===== src/rtl/apu_pkg.sv =====
// Shared constants for the APU frame sequencer: default step counts, bus
// addresses and the reset-delay FSM encoding.
package apu_pkg;

  localparam int unsigned APU_CNT_W = 16;
  localparam int unsigned APU_STEP1 = 7457;
  localparam int unsigned APU_STEP2 = 14913;
  localparam int unsigned APU_STEP3 = 22371;
  localparam int unsigned APU_STEP4 = 29829;
  localparam int unsigned APU_STEP5 = 37281;

  localparam logic [15:0] APU_STATUS_ADDR = 16'h4015;
  localparam logic [15:0] APU_FRAME_ADDR  = 16'h4017;

  localparam int unsigned     DLY_W    = 3;
  localparam logic [DLY_W-1:0] DLY_EVEN = 3'd3;
  localparam logic [DLY_W-1:0] DLY_ODD  = 3'd4;

  typedef enum logic {
    RUN      = 1'b0,
    RST_WAIT = 1'b1
  } frame_state_e;

endpackage


===== src/rtl/apu_frame_irq.sv =====
// APU frame sequencer: 4/5-step counter, $4017 write with delayed counter
// reset, frame IRQ flag readable at $4015, and quarter/half-frame strobes.
module apu_frame_irq
  import apu_pkg::*;
#(
  parameter int unsigned CNT_W = APU_CNT_W,
  parameter int unsigned STEP1 = APU_STEP1,
  parameter int unsigned STEP2 = APU_STEP2,
  parameter int unsigned STEP3 = APU_STEP3,
  parameter int unsigned STEP4 = APU_STEP4,
  parameter int unsigned STEP5 = APU_STEP5
) (
  input  logic        clk,
  input  logic        rst,
  input  logic        halt,
  input  logic [15:0] cpu_addr,
  input  logic [7:0]  cpu_data_in,
  input  logic        cpu_write_en,
  input  logic        cpu_read_en,
  output logic [7:0]  cpu_data_out,
  output logic        nIRQ,
  output logic        quarter_frame,
  output logic        half_frame
);

  localparam logic [CNT_W-1:0] S1     = CNT_W'(STEP1);
  localparam logic [CNT_W-1:0] S2     = CNT_W'(STEP2);
  localparam logic [CNT_W-1:0] S3     = CNT_W'(STEP3);
  localparam logic [CNT_W-1:0] S4     = CNT_W'(STEP4);
  localparam logic [CNT_W-1:0] S5     = CNT_W'(STEP5);
  localparam logic [CNT_W-1:0] S4_LO  = CNT_W'(STEP4 - 1);
  localparam logic [CNT_W-1:0] S4_END = CNT_W'(STEP4 + 1);
  localparam logic [CNT_W-1:0] S5_END = CNT_W'(STEP5 + 1);

  frame_state_e     state_q, state_d;
  logic [CNT_W-1:0] cnt_q, cnt_d;
  logic [DLY_W-1:0] dly_q, dly_d;
  logic             mode_q, mode_d;
  logic             inhibit_q, inhibit_d;
  logic             flag_q, flag_d;
  logic             parity_q, parity_d;
  logic             nirq_q, nirq_d;

  logic frame_wr, status_rd, expire, wrap, irq_set;
  logic last_step, step_q, step_h;
  logic unused_data;

  always_comb begin
    frame_wr    = !halt && cpu_write_en && (cpu_addr == APU_FRAME_ADDR);
    status_rd   = !halt && cpu_read_en && (cpu_addr == APU_STATUS_ADDR);
    last_step   = mode_q ? (cnt_q == S5) : (cnt_q == S4);
    step_q      = (cnt_q == S1) || (cnt_q == S2) || (cnt_q == S3) || last_step;
    step_h      = (cnt_q == S2) || last_step;
    wrap        = mode_q ? (cnt_q == S5_END) : (cnt_q == S4_END);
    irq_set     = !mode_q && !inhibit_q && (cnt_q >= S4_LO) && (cnt_q <= S4_END);
    // A write landing on the expiry cycle restarts the delay instead of firing.
    expire      = (state_q == RST_WAIT) && (dly_q == DLY_W'(1)) && !frame_wr;
    unused_data = ^cpu_data_in[5:0];
  end

  always_comb begin
    state_d   = state_q;
    cnt_d     = cnt_q;
    dly_d     = dly_q;
    mode_d    = mode_q;
    inhibit_d = inhibit_q;
    flag_d    = flag_q;
    parity_d  = parity_q;

    if (!halt) begin
      parity_d = ~parity_q;
      cnt_d    = (expire || wrap) ? '0 : cnt_q + CNT_W'(1);

      case (state_q)
        RUN: begin
          if (frame_wr) begin
            state_d = RST_WAIT;
            dly_d   = parity_q ? DLY_ODD : DLY_EVEN;
          end
        end
        RST_WAIT: begin
          if (frame_wr) begin
            dly_d = parity_q ? DLY_ODD : DLY_EVEN;
          end else if (expire) begin
            state_d = RUN;
          end else begin
            dly_d = dly_q - DLY_W'(1);
          end
        end
        default: state_d = RUN;
      endcase

      if (frame_wr) begin
        mode_d    = cpu_data_in[7];
        inhibit_d = cpu_data_in[6];
      end

      // Inhibit write beats a set; a set beats a status-read clear.
      if (frame_wr && cpu_data_in[6]) begin
        flag_d = 1'b0;
      end else if (irq_set) begin
        flag_d = 1'b1;
      end else if (status_rd) begin
        flag_d = 1'b0;
      end
    end

    nirq_d = ~flag_d;
  end

  always_comb begin
    quarter_frame = !halt && (step_q || (expire && mode_q));
    half_frame    = !halt && (step_h || (expire && mode_q));
    cpu_data_out  = status_rd ? {1'b0, flag_q, 6'b0} : '0;
    nIRQ          = nirq_q;
  end

  always_ff @(posedge clk or negedge rst) begin
    if (!rst) begin
      state_q   <= RUN;
      cnt_q     <= '0;
      dly_q     <= '0;
      mode_q    <= 1'b0;
      inhibit_q <= 1'b0;
      flag_q    <= 1'b0;
      parity_q  <= 1'b0;
      nirq_q    <= 1'b1;
    end else begin
      state_q   <= state_d;
      cnt_q     <= cnt_d;
      dly_q     <= dly_d;
      mode_q    <= mode_d;
      inhibit_q <= inhibit_d;
      flag_q    <= flag_d;
      parity_q  <= parity_d;
      nirq_q    <= nirq_d;
    end
  end

endmodule


===== config.mk =====
export PLATFORM = sky130hd
export DESIGN_NAME = apu_frame_irq
export DESIGN_NICKNAME = d
export VERILOG_FILES = /design/src/rtl/apu_pkg.sv /design/src/rtl/apu_frame_irq.sv
export SDC_FILE = /design/constraint.sdc
export NUM_CORES = 1
export LEC_CHECK = 0
export CAP_MARGIN = 10
export CORE_UTILIZATION = 54
export DETAILED_ROUTE_END_ITERATION = 16
export PLACE_DENSITY = 0.92
export SLEW_MARGIN = 5
export SYNTH_ARGS = -nofsm -noshare
export SYNTH_HDL_FRONTEND = slang
export SYNTH_SLANG_ARGS = --single-unit

===== constraint.sdc =====
create_clock -name clk -period 3.2 [get_ports clk]
set_input_delay 0.48 -clock clk [delete_from_list [all_inputs] [get_ports clk]]
set_output_delay 0.48 -clock clk [all_outputs]
set_load 0.01 [all_outputs]

After elaboration in Yosys (flattened, before gate mapping)
Index checks and enable logic that the tools add are counted.
W data, S select, Z words.

cells by class
  $add $sub $neg = 2
  multipliers = 0
  div/mod/pow operators = 0
  order comparisons = 2
  equal/unequal tests = 12
  shift-type cells = 0
  mux-type cells = 17
  bitwise operators = 4
  reduce and logical (&&, ||, !) cells = 26

operators with widths
  kind                     count
  $eq A16 B15 Y1 const B   5
  $eq A16 B16 Y1 const B   2
  $add A16 B1 Y16 const B  1
  $eq A16 B13 Y1 const B   1
  $eq A16 B14 Y1 const B   1
  $ge A16 B15 Y1 const B   1
  $le A16 B15 Y1 const B   1
  $mux W16                 1
  $logic_and A1 B1 Y1      13
  $mux W3                  4
  $mux W1                  9
  $logic_or A1 B1 Y1       7
  $mux W7                  1
  $pmux W3 S2              1
  $logic_not A1 Y1         4
  $not A1 Y1               4
  $eq A3 B1 Y1 const B     1
  $ne A3 B3 Y1 const B     1
  $reduce_and A3 Y1        1
  $sub A3 B1 Y3 const B    1
  $ne A2 B2 Y1 const B     1
  $pmux W1 S2              1
  $reduce_and A2 Y1        1

storage, ports and cells
  flip-flop bits (word level) = 25
  latch bits = 0
  RAM bits = 0
  ROM bits = 0
  bits of input ports = 29
  output and inout bits = 11
  memories = 0

Depth between registers and ports, before layout
Gate-level depths: netlist (run 1).

  depth after elaboration = 8
  mapped depth = 7
  gate-level depth less buffers = 7

Worst setup path after synthesis (run 1)
No wires, ideal clock.

  path type = input to output
  start point = input port halt
  end point = output port quarter_frame
  arrival = 1624 ps
  required time = 2720 ps
  path slack = 1096 ps
  cell stages on the path = 6
  cell sequence = buf_6 nand4bb_1 and4bb_1 a311o_1 and3_1 a21oi_1

between the ends
  cells in the longest elaborated chain, start to end = 8

ends and longest elaborated chain
  what                              RTL line                                   source
  from (decl)                       apu_frame_irq.sv:15                        input logic halt,
  $logic_not A1 Y1 (*)              apu_frame_irq.sv:49, apu_frame_irq.sv:112
  $logic_and A1 B1 Y1 (2 in a row)  apu_frame_irq.sv:49                        frame_wr = !halt && cpu_write_en && (cpu_addr == APU_FRAME_ADDR);
  $logic_not A1 Y1                  apu_frame_irq.sv:57                        expire = (state_q == RST_WAIT) && (dly_q == DLY_W'(1)) && !frame_wr;
  $logic_and A1 B1 Y1               apu_frame_irq.sv:57
  $logic_and A1 B1 Y1               apu_frame_irq.sv:112                       quarter_frame = !halt && (step_q || (expire && mode_q));
  $logic_or A1 B1 Y1                apu_frame_irq.sv:112
  $logic_and A1 B1 Y1 (*)           apu_frame_irq.sv:112
  to (decl)                         apu_frame_irq.sv:22                        output logic quarter_frame,

Mark *: on every way between the ends. The rest lies on a longest branch, timed or not.

Final worst setup path (run 1)
  start point = input port cpu_addr[7]
  end point = output port quarter_frame

between the ends
  cells in the longest elaborated chain, start to end = 7

ends and longest elaborated chain
  what                 RTL line              source
  from (decl)          apu_frame_irq.sv:16   input logic [15:0] cpu_addr,
  $eq A16 B15 Y1       apu_frame_irq.sv:49
  $logic_and A1 B1 Y1  apu_frame_irq.sv:49
  $logic_not A1 Y1     apu_frame_irq.sv:57
  $logic_and A1 B1 Y1  apu_frame_irq.sv:57
  $logic_and A1 B1 Y1  apu_frame_irq.sv:112
  $logic_or A1 B1 Y1   apu_frame_irq.sv:112
  $logic_and A1 B1 Y1  apu_frame_irq.sv:112

Every way passes these cells.

==> summary.txt, run 1 <==
Detailed routing
  • DRT Pass-1 Iters: 4
  • Wire per inst: 14.5 um
  • DRT iter0 DRCs: 57
  • Antenna viol nets, final: 0
  • DR vias/cell: 5.59
  • WL final: 3790 um
  • Total number of vias: 1464
  • # DRC: 0

Die
  • Initial core utilization: 0.578
  • Chip width: 59.6 um
  • Number of top-level pins: 40
  • Core area: 3100 um2
  • Die Ht: 59.6 um
  • Die ar.: 3550 um2
  • Num rows: 20

Setup path
  • Crit Path Class: in2out
  • Critical path arrival: 2.58 ns
  • Most Frequent Cell on Critical Path: clkdlybuf4s50_1
  • Element type at the critical path end: output pin
  • Startpoint Class: primary input
  • Worst path top cell family by delay: buffers and inverters
  • CP max stage cell: clkdlybuf4s50_1
  • Worst path max stage delay: 0.55 ns
  • CP Max Fanout: 4
  • CP bufs+invs: 2
  • Crit path cell chain: clkdlybuf4s50_1, nand4bb_1, and4bb_1, a311o_1, and3_1, a21oi_1, clkdlybuf4s50_1
  • CP required: 2.72 ns

Clock network
  • Worst-Skew Late Latency: 0.32 ns
  • H-tree Lvls: 1
  • CTS root buf: clkbuf_4
  • Clk sink count: 25
  • Total CTS buffers: 3
  • Post-CTS Resized: 0
  • CTS tree: yes
  • Setup Fix Bufs, Post-CTS: 0
  • Longest Clk Path Bufs: 2
  • Post-CTS Hold Buffers: 0
  • Clock transition at path regs: 0.13 ns

Power and ir drop
  • Maximum VDD drop: 0.294 mV
  • Static Leak: 0.845 nW
  • Pwr per Cell Area: 379 nW/um2

Layout
  • Register area: 627 um2
  • Multi-input logic area: 1000 um2
  • Area grow syn2layout: 13.0%
  • Share of cells above drive strength 1: 0.0872
  • Fill cells: 261
  • Final cell area excluding filler cells: 2030 um2
  • ANT cells: 0
  • Final Non-Filler Cells: 262
  • Final Net Count: 254

Timing
  • Endpoints failing hold: 0
  • Final worst-path cycle share: 0.956
  • Max Slew Vio Count: 0
  • Worst-margin pin slew: 0.513 ns
  • Clock Skews: 0.00781 ns
  • Final min period: 3.06 ns
  • Achievable Freq: 327 MHz
  • Setup TNS: 0 ns
  • RSZ-0062 raised after global routing: false
  • Finish-stage setup viols: 0
  • Worst rel slew slack: 0.655
  • Worst Setup Slack, final: 0.142 ns

Run
  • # Max-Cap Violations: 0

Global routing
  • Initial antenna violation count: 0
  • Met2 Resource Use GR: 0.416
  • Met3 Usage GRT: 0.0371
  • Grt ovf: 0
  • Total track usage: 0.239
  • First-pass GRT wire length: 6290 um
  • Number of global-route vias before repair: 1412
  • Largest net degree at the start of global routing: 26
  • GR peak layer: met2
  • M1 GR Usage: 0.296

Yosys
  • Synth Flop Type: dfrtp_1
  • Post-Syn Instances: 197
  • Post-synth EDFFs: 0
  • Synth top area share: 0.335
  • Mapped Avg Cell Area: 9.10 um2
  • Post-synth ARST share: 1.00
  • Largest area contributor in the synthesized netlist: dfrtp_1
  • Sequential fraction of the synthesis area: 0.350
  • Post-synthesis cell area: 1790 um2
  • Synth top area cells: dfrtp_1 (33%), nor2_1 (4.6%), xnor2_1 (4.4%), buf_4 (4.2%), ha_1 (4.2%)
  • Synth unique cells: 49
  • Synth Warn #: 0
  • #FFs+latches synth: 25

Placed design
  • Dpl cell area: 2000 um2
  • Dpl cells: 258
  • Post-place setup slack: 0.168 ns
  • Port-buffer cells: 26
  • Final HPWL DP: 2950 um
  • GP Congestion: 0.867

Run status
  • Status: completed

Hold path
  • Worst Hold Class: in2async
-- stage by stage --
step                       util  hold WS [ns]  total power [mW]
after CTS                 0.653         0.520             0.771
after floorplan               -         0.184             0.584
after detailed placement  0.644         0.521             0.631
after global placement    0.644         0.503             0.618
after global routing      0.653         0.518             0.821
final                     0.653         0.502             0.769
-- power breakdown --
part / internal (mW) / switching (mW) / leakage, nW
Clock: 0.0468 / 0.0923 / 0.0177
Combinational: 0.0912 / 0.0960 / 0.508
Sequential: 0.358 / 0.0844 / 0.319
-- routing by layer --
layer  vias up  wire length (um)
met5         -                 0
met4         0                57
li1        718                 -
met1       710              1730
met3         6                93
met2        30              1910
-- cell usage after synthesis, types with 3 or more instances --
library cell and instances:
dfrtp_1 24, nor2_1 22, nand2_1 18, inv_1 11, buf_4 10, xnor2_1 9, nand4_1 8, nor3_1 8
nand3_1 7, buf_6 6, ha_1 6, o21ai_0 6, a21oi_1 5, and3_1 4, nand2b_1 4, xor2_1 4
nor4_1 3, nor4bb_1 3
-- registers in the layout, summed over array words and instances, names as in the netlist, named ones only --
name / cells
cnt_q: 16
dly_q: 3
inhibit_q: 1
mode_q: 1
nIRQ: 1
parity_q: 1
state_q: 1
-- cells in the final DEF, fill, tap and decap left out, types with 7 or more instances in the layout --
cell             instances
clkdlybuf4s50_1         26
nor2_1                  22
nor3_1                   8
nand4_1                  8
nand3_1                  7
inv_1                   11
nand2_1                 18
xnor2_1                  9
dfrtp_1                 24
conb_1                   7
-- final cells by class --
| class | count | area share |
|---|---|---|
| clock inverter | 1 | 0.00247 |
| timing repair buffer | 28 | 0.136 |
| multi-input combinational | 150 | 0.494 |
| sequential | 25 | 0.309 |
| inverter | 11 | 0.0204 |
| clock buffer | 3 | 0.0111 |
| tap | 44 | 0.0272 |
-- final timing paths --
kind | start | endpoint | slack, ns | depth (start not counted)
max in group asynchronous | rst | nIRQ | 2.40 | 2
min reg2reg | parity_q | parity_q | 0.53 | 1
min | rst | cnt_q[0] | 0.50 | 2
max reg2reg | cnt_q[3] | cnt_q[11] | 1.21 | 5
min in group clk | parity_q | parity_q | 0.53 | 1
max | cpu_addr[7] | quarter_frame | 0.14 | 7
-- logic make-up (layout without fill, tap and decap cells) --
kind of cell | after synthesis | after routing | share of synthesized area
AOI/OAI and AO/OA | 24 | 24 | 0.106
xor gates and xnor gates | 13 | 13 | 0.0635
adders and majority gates | 6 | 6 | 0.0419
buffers and inverters | 28 | 43 | 0.105
DFF | 25 | 25 | 0.350
muxes | 2 | 2 | 0.0126
other | 1 | 7 | 0.00209
and+or+nand+nor | 98 | 98 | 0.320
(Power assumes the default switching activity.)
==> inputs of run 2 (changes only) <==
- GPL_TIMING_DRIVEN: default -> 0
==> run 2 against run 1 <==
First-iteration DRC count increased by 1.8%. Wire length decreased by 2.1%. Critical path depth stayed put. Design area up 7.8%. Die area did not move. Largest cell class unchanged. Sequential cell count stayed put. Non-clock buffer count grew 15. Clock power rose by 4%. Maximum frequency grew 0.65%. Clock skew rose by 0.0081 ns. Sequential power is 5.0% lower.
==> summary.txt, run 2 (synthesis results as in run 1) <==
Layout
  • Regs by FF count: cnt_q: 16 flops, dly_q: 3 flops (unchanged)
  • Share of cells above drive strength 1: 0.146 (was 0.0872)
  • Commonest non-fill, non-tap cell in the layout: clkdlybuf4s50_1 (unchanged)
  • Most frequent cells in the layout: clkdlybuf4s50_1 (25), dfrtp_1 (24), nor2_1 (22), nand2_1 (18), inv_1 (11) (was clkdlybuf4s50_1 (26), dfrtp_1 (24), nor2_1 (22), nand2_1 (18), inv_1 (11))
  • Final cell area excluding filler cells: 2190 um2 (was 2030 um2)
  • ANT cells: 0 (unchanged)
  • Biggest register: cnt_q (unchanged)
  • Core Util, Final: 0.704 (was 0.653)
  • Final Net Count: 269 (was 254)
  • Area grow syn2layout: 21.9% (was 13.0%)
  • Largest register FFs: 16 (unchanged)

Setup path
  • Reg2reg path depth: 6 (was 5)
  • Startpoint Class: register (was primary input)
  • Critical path depth: 7 (unchanged)
  • R2R setup slack: 1.26 ns (was 1.21 ns)
  • FF-to-FF End: cnt_q[14] (was cnt_q[11])
  • Reg2reg start: cnt_q[0] (was cnt_q[3])
  • Critical path arrival: 2.56 ns (was 2.58 ns)
  • CP bufs+invs: 2 (unchanged)
  • Element type at the critical path end: output pin (unchanged)
  • Crit path cell chain: buf_6, or4_1, nor3_1, a32oi_1, and3_1, a21oi_1, clkdlybuf4s50_1 (was clkdlybuf4s50_1, nand4bb_1, and4bb_1, a311o_1, and3_1, a21oi_1, clkdlybuf4s50_1)
  • CP required: 2.72 ns (about the same)
  • Worst path max stage delay: 0.57 ns (was 0.55 ns)
  • Worst setup path start: cnt_q[2] (was cpu_addr[7])
  • CP Max Fanout: 9 (was 4)
  • Worst path top cell family by delay: simple AND/OR/NAND/NOR gates (was buffers and inverters)
  • Crit Path Class: reg2out (was in2out)
  • CP max stage cell: clkdlybuf4s50_1 (unchanged)
  • Critical Path End: quarter_frame (unchanged)

Die
  • Chip width: 59.6 um (unchanged)
  • Core area: 3100 um2 (unchanged)
  • Initial core utilization: 0.578 (unchanged)
  • Number of top-level pins: 40 (unchanged)
  • Die Ht: 59.6 um (unchanged)
  • Die ar.: 3550 um2 (unchanged)
  • Num rows: 20 (unchanged)

Global routing
  • Largest net degree at the start of global routing: 26 (unchanged)
  • Total track usage: 0.239 (about the same)
  • Initial antenna violation count: 0 (unchanged)
  • First-pass GRT wire length: 6270 um (was 6290 um)
  • Number of global-route vias before repair: 1399 (was 1412)
  • Grt ovf: 0 (unchanged)

Detailed routing
  • DRT iter0 DRCs: 58 (was 57)
  • Antenna viol nets, final: 0 (unchanged)
  • Total number of vias: 1509 (was 1464)
  • DRT Pass-1 Iters: 4 (unchanged)
  • WL final: 3710 um (was 3790 um)
  • Wire per inst: 13.4 um (was 14.5 um)
  • DR vias/cell: 5.45 (was 5.59)
  • # DRC: 0 (unchanged)

Timing
  • Finish-stage setup viols: 0 (unchanged)
  • Endpoints failing hold: 0 (unchanged)
  • Setup TNS: 0 ns (unchanged)
  • Max Slew Vio Count: 0 (unchanged)
  • Worst rel slew slack: 0.637 (was 0.655)
  • Clock Skews: 0.0159 ns (was 0.00781 ns)
  • Worst-margin pin slew: 0.540 ns (was 0.513 ns)
  • Achievable Freq: 329 MHz (was 327 MHz)
  • Final min period: 3.04 ns (was 3.06 ns)
  • Final worst-path cycle share: 0.949 (was 0.956)
  • Worst Setup Slack, final: 0.162 ns (was 0.142 ns)
  • RSZ-0062 raised after global routing: false (unchanged)

Clock network
  • H-tree Lvls: 1 (unchanged)
  • Setup Fix Bufs, Post-CTS: 0 (unchanged)
  • Clk sink count: 25 (unchanged)
  • Worst-Skew Late Latency: 0.33 ns (was 0.32 ns)
  • Clock transition at path regs: 0.14 ns (was 0.13 ns)
  • CTS tree: yes (unchanged)
  • Total CTS buffers: 3 (unchanged)
  • CTS root buf: clkbuf_4 (unchanged)
  • Post-CTS Resized: 0 (unchanged)
  • Longest Clk Path Bufs: 2 (unchanged)
  • Post-CTS Hold Buffers: 0 (unchanged)

Placed design
  • Final HPWL DP: 2830 um (was 2950 um)
  • Post-place setup slack: 0.194 ns (was 0.168 ns)
  • Dpl cell area: 2120 um2 (was 2000 um2)
  • Port-buffer cells: 25 (was 26)
  • GP Congestion: 0.881 (was 0.867)

Run
  • # Max-Cap Violations: 0 (unchanged)

Power and ir drop
  • Maximum VDD drop: 0.326 mV (was 0.294 mV)
  • Static Leak: 0.932 nW (was 0.845 nW)
  • Pwr per Cell Area: 374 nW/um2 (was 379 nW/um2)

Hold path
  • Worst Hold Class: in2reg (was in2async)

Run status
  • Status: completed (unchanged)
==> run 2: changes by cell type in the layout (fill, tap and decap cells not counted), sizes merged <==
cell and change:
buf +15, clkbuf +2, clkdlybuf4s50 -1, clkinv -1
==> run 2: tightest hold or removal path, stage by stage <==
cell and delay [ns]:
buf_6 0.12, a21oi_2 0.05, nor2_1 0.09
==> run 2: cell type report <==
type | instances | area (um2)
inverter | 11 | 41.3
tap | 44 | 55.1
fill | 253 | 917
multi-input combinational | 150 | 1020
buffer | 17 | 146
clock buffer | 4 | 26.3
timing repair buffer | 26 | 265
sequential | 25 | 627
==> run 2: metrics by stage <==
| step | cells | hold slack, ns | power (mW) |
|---|---|---|---|
| floorplan | 203 | 0.184 | 0.584 |
| global placement | 272 | 0.495 | 0.651 |
| detailed placement | 272 | 0.512 | 0.657 |
| CTS | 276 | 0.433 | 0.801 |
| global route | 277 | 0.428 | 0.869 |
| finish | 277 | 0.432 | 0.817 |
==> run 2: how the worst min path moves through the flow <==
stage	start	end	slack, ns	depth (start not counted)
after floorplan	rst	async pin	0.18	0
after global placement	inhibit_q	inhibit_q	0.50	1
after detailed placement	inhibit_q	inhibit_q	0.51	1
after CTS	halt	cnt_q[6]	0.43	3
after global routing	halt	cnt_q[6]	0.43	3
final	halt	cnt_q[6]	0.43	3
==> run 2: report_power, final <==
| part | internal [mW] | leakage, nW | switching, mW |
|---|---|---|---|
| logic | 0.125 | 0.598 | 0.127 |
| clock network | 0.0490 | 0.0150 | 0.0946 |
| registers | 0.358 | 0.319 | 0.0624 |
| total | 0.533 | 0.932 | 0.284 |
==> run 2: metal layers <==
layer,global-route usage,vias to the layer above,routed length (um)
met1,0.292,723,1650
met5,0,-,0
met4,0.0897,0,59
li1,-,752,-
met2,0.421,29,1870
met3,0.0415,5,130
==> inputs of run 3 (changes only) <==
- CORE_UTILIZATION: 54 -> 55
- DONT_BUFFER_PORTS: default -> 1
- PLACE_DENSITY: 0.92 -> 0.77
==> run 3 against run 2 <==
Largest power group unchanged. Sequential share of layout area grew 3.8 points. First-iteration DRC count increased by 83%. Critical path depth decreased by 1. Core utilization down 7.8 points. Maximum frequency grew 13%. Non-clock buffer count decreased by 24.
==> summary.txt, run 3 (synthesis results as in run 1) <==
Layout
  • ANT cells: 0 (unchanged)
  • Most frequent cells in the layout: dfrtp_1 (24), nor2_1 (22), nand2_1 (18), inv_1 (11), buf_4 (10) (was clkdlybuf4s50_1 (25), dfrtp_1 (24), nor2_1 (22), nand2_1 (18), inv_1 (11))
  • Biggest register: cnt_q (unchanged)
  • Multi-input logic area: 1000 um2 (was 1020 um2)
  • Fill cells: 282 (was 253)
  • Final cell area excluding filler cells: 1930 um2 (was 2190 um2)
  • Regs by FF count: cnt_q: 16 flops, dly_q: 3 flops (unchanged)
  • Core Util, Final: 0.626 (was 0.704)
  • Register area: 627 um2 (unchanged)
  • Area grow syn2layout: 7.54% (was 21.9%)
  • Share of cells above drive strength 1: 0.163 (was 0.146)
  • Commonest non-fill, non-tap cell in the layout: dfrtp_1 (was clkdlybuf4s50_1)
  • Largest register FFs: 16 (unchanged)
  • Final Net Count: 245 (was 269)

Die
  • Initial core utilization: 0.583 (was 0.578)
  • Num rows: 20 (unchanged)
  • Number of top-level pins: 40 (unchanged)
  • Die Ht: 59.1 um (was 59.6 um)
  • Die ar.: 3490 um2 (was 3550 um2)
  • Core area: 3080 um2 (was 3100 um2)
  • Chip width: 59.1 um (was 59.6 um)

Detailed routing
  • DRT iter0 DRCs: 106 (was 58)
  • WL final: 3710 um (about the same)
  • Wire per inst: 14.7 um (was 13.4 um)
  • DRT Pass-1 Iters: 5 (was 4)
  • Antenna viol nets, final: 0 (unchanged)
  • DR vias/cell: 5.83 (was 5.45)
  • # DRC: 0 (unchanged)
  • Total number of vias: 1474 (was 1509)

Timing
  • Setup TNS: 0 ns (unchanged)
  • Worst rel slew slack: 0.617 (was 0.637)
  • Endpoints failing hold: 0 (unchanged)
  • Clock Skews: 0.0120 ns (was 0.0159 ns)
  • Final worst-path cycle share: 0.837 (was 0.949)
  • Achievable Freq: 373 MHz (was 329 MHz)
  • Worst-margin pin slew: 0.570 ns (was 0.540 ns)
  • Final min period: 2.68 ns (was 3.04 ns)
  • RSZ-0062 raised after global routing: false (unchanged)
  • Max Slew Vio Count: 0 (unchanged)
  • Finish-stage setup viols: 0 (unchanged)

Setup path
  • Reg2reg start: cnt_q[0] (unchanged)
  • Startpoint Class: register (unchanged)
  • R2R setup slack: 1.29 ns (was 1.26 ns)
  • Crit Path Class: reg2out (unchanged)
  • CP required: 2.72 ns (about the same)
  • Reg2reg path depth: 6 (unchanged)
  • CP Max Fanout: 6 (was 9)
  • FF-to-FF End: cnt_q[12] (was cnt_q[14])
  • Worst setup path start: cnt_q[1] (was cnt_q[2])
  • Element type at the critical path end: output pin (unchanged)
  • Critical path arrival: 2.20 ns (was 2.56 ns)

Power and ir drop
  • Maximum VDD drop: 0.235 mV (was 0.326 mV)
  • Total chip power: 0.788 mW (was 0.817 mW)
  • Pwr per Cell Area: 409 nW/um2 (was 374 nW/um2)
  • Static Leak: 0.840 nW (was 0.932 nW)

Global routing
  • First-pass GRT wire length: 6390 um (was 6270 um)
  • Total track usage: 0.241 (was 0.239)
  • Grt ovf: 0 (unchanged)
  • Largest net degree at the start of global routing: 26 (unchanged)
  • Number of global-route vias before repair: 1435 (was 1399)
  • Initial antenna violation count: 0 (unchanged)

Run
  • # Max-Cap Violations: 0 (unchanged)

Placed design
  • Port-buffer cells: 0 (was 25)
  • Final HPWL DP: 2820 um (was 2830 um)
  • Dpl cell area: 1870 um2 (was 2120 um2)
  • GP Congestion: 0.981 (was 0.881)

Hold path
  • Worst hold start: cpu_data_in[6] (was halt)
  • Worst Hold Class: in2reg (unchanged)
  • WHS Path Cells: 1 (was 3)

Clock network
  • CTS root buf: clkbuf_4 (unchanged)
  • Longest Clk Path Bufs: 2 (unchanged)
  • CTS tree: yes (unchanged)
  • Post-CTS Resized: 0 (unchanged)
  • Clock transition at path regs: 0.14 ns (about the same)
  • Total CTS buffers: 3 (unchanged)
  • Clk sink count: 25 (unchanged)
  • H-tree Lvls: 1 (unchanged)
  • Worst-Skew Late Latency: 0.33 ns (about the same)

Run status
  • Status: completed (unchanged)
[run 3: report_power, final]
group | leakage, nW | switching, mW | total [mW] | internal (mW)
registers | 0.319 | 0.0568 | 0.415 | 0.358
logic | 0.504 | 0.126 | 0.226 | 0.100
clock network | 0.0177 | 0.0993 | 0.146 | 0.0470
total | 0.840 | 0.283 | 0.788 | 0.505
[run 3: worst max path at each step]
stage	cells past startpoint	end
6_report	6	quarter_frame
5_1_grt	6	quarter_frame
4_1_cts	6	quarter_frame
3_5_place_dp	6	quarter_frame
3_3_place_gp	6	quarter_frame
2_1_floorplan	6	quarter_frame
[run 3: per-stage QoR]
stage	setup slack (ns)	instances	hold WS (ns)
after floorplan	1.10	203	0.184
after global placement	0.978	247	0.185
after detailed placement	0.922	247	0.185
after CTS	0.530	253	0.214
after global routing	0.347	253	0.213
final	0.521	253	0.216
[run 3: final cells by class]
| class | instances | share of cell area |
|---|---|---|
| Tap cell | 44 | 0.0286 |
| Buffer | 17 | 0.0759 |
| Inverter | 11 | 0.0214 |
| Clock buffer | 3 | 0.0117 |
| Clock inverter | 1 | 0.00260 |
| Multi-Input combinational cell | 150 | 0.519 |
| Sequential cell | 25 | 0.325 |
| Timing Repair Buffer | 2 | 0.0156 |
[run 3: timing repair]
item	in CTS	in global routing
endpoints found under the hold margin	25	0
hold buffers	2	0
buffers inserted	0	0
[run 3: critical path, stage by stage, from the launching register on]
cell,delay (ns)
dfrtp_1,0.46
inv_1,0.13
ha_1,0.21
nor4bb_1,0.42
a32oi_1,0.16
and3_1,0.21
a21oi_1,0.26
[run 3: metal layers]
layer / vias to the layer above / share of wire / global-route usage
li1: 699 / - / -
met1: 699 / 0.43 / 0.297
met2: 69 / 0.50 / 0.424
met3: 7 / 0.060 / 0.0371
met4: 0 / 0.014 / 0.0918
met5: - / 0 / 0
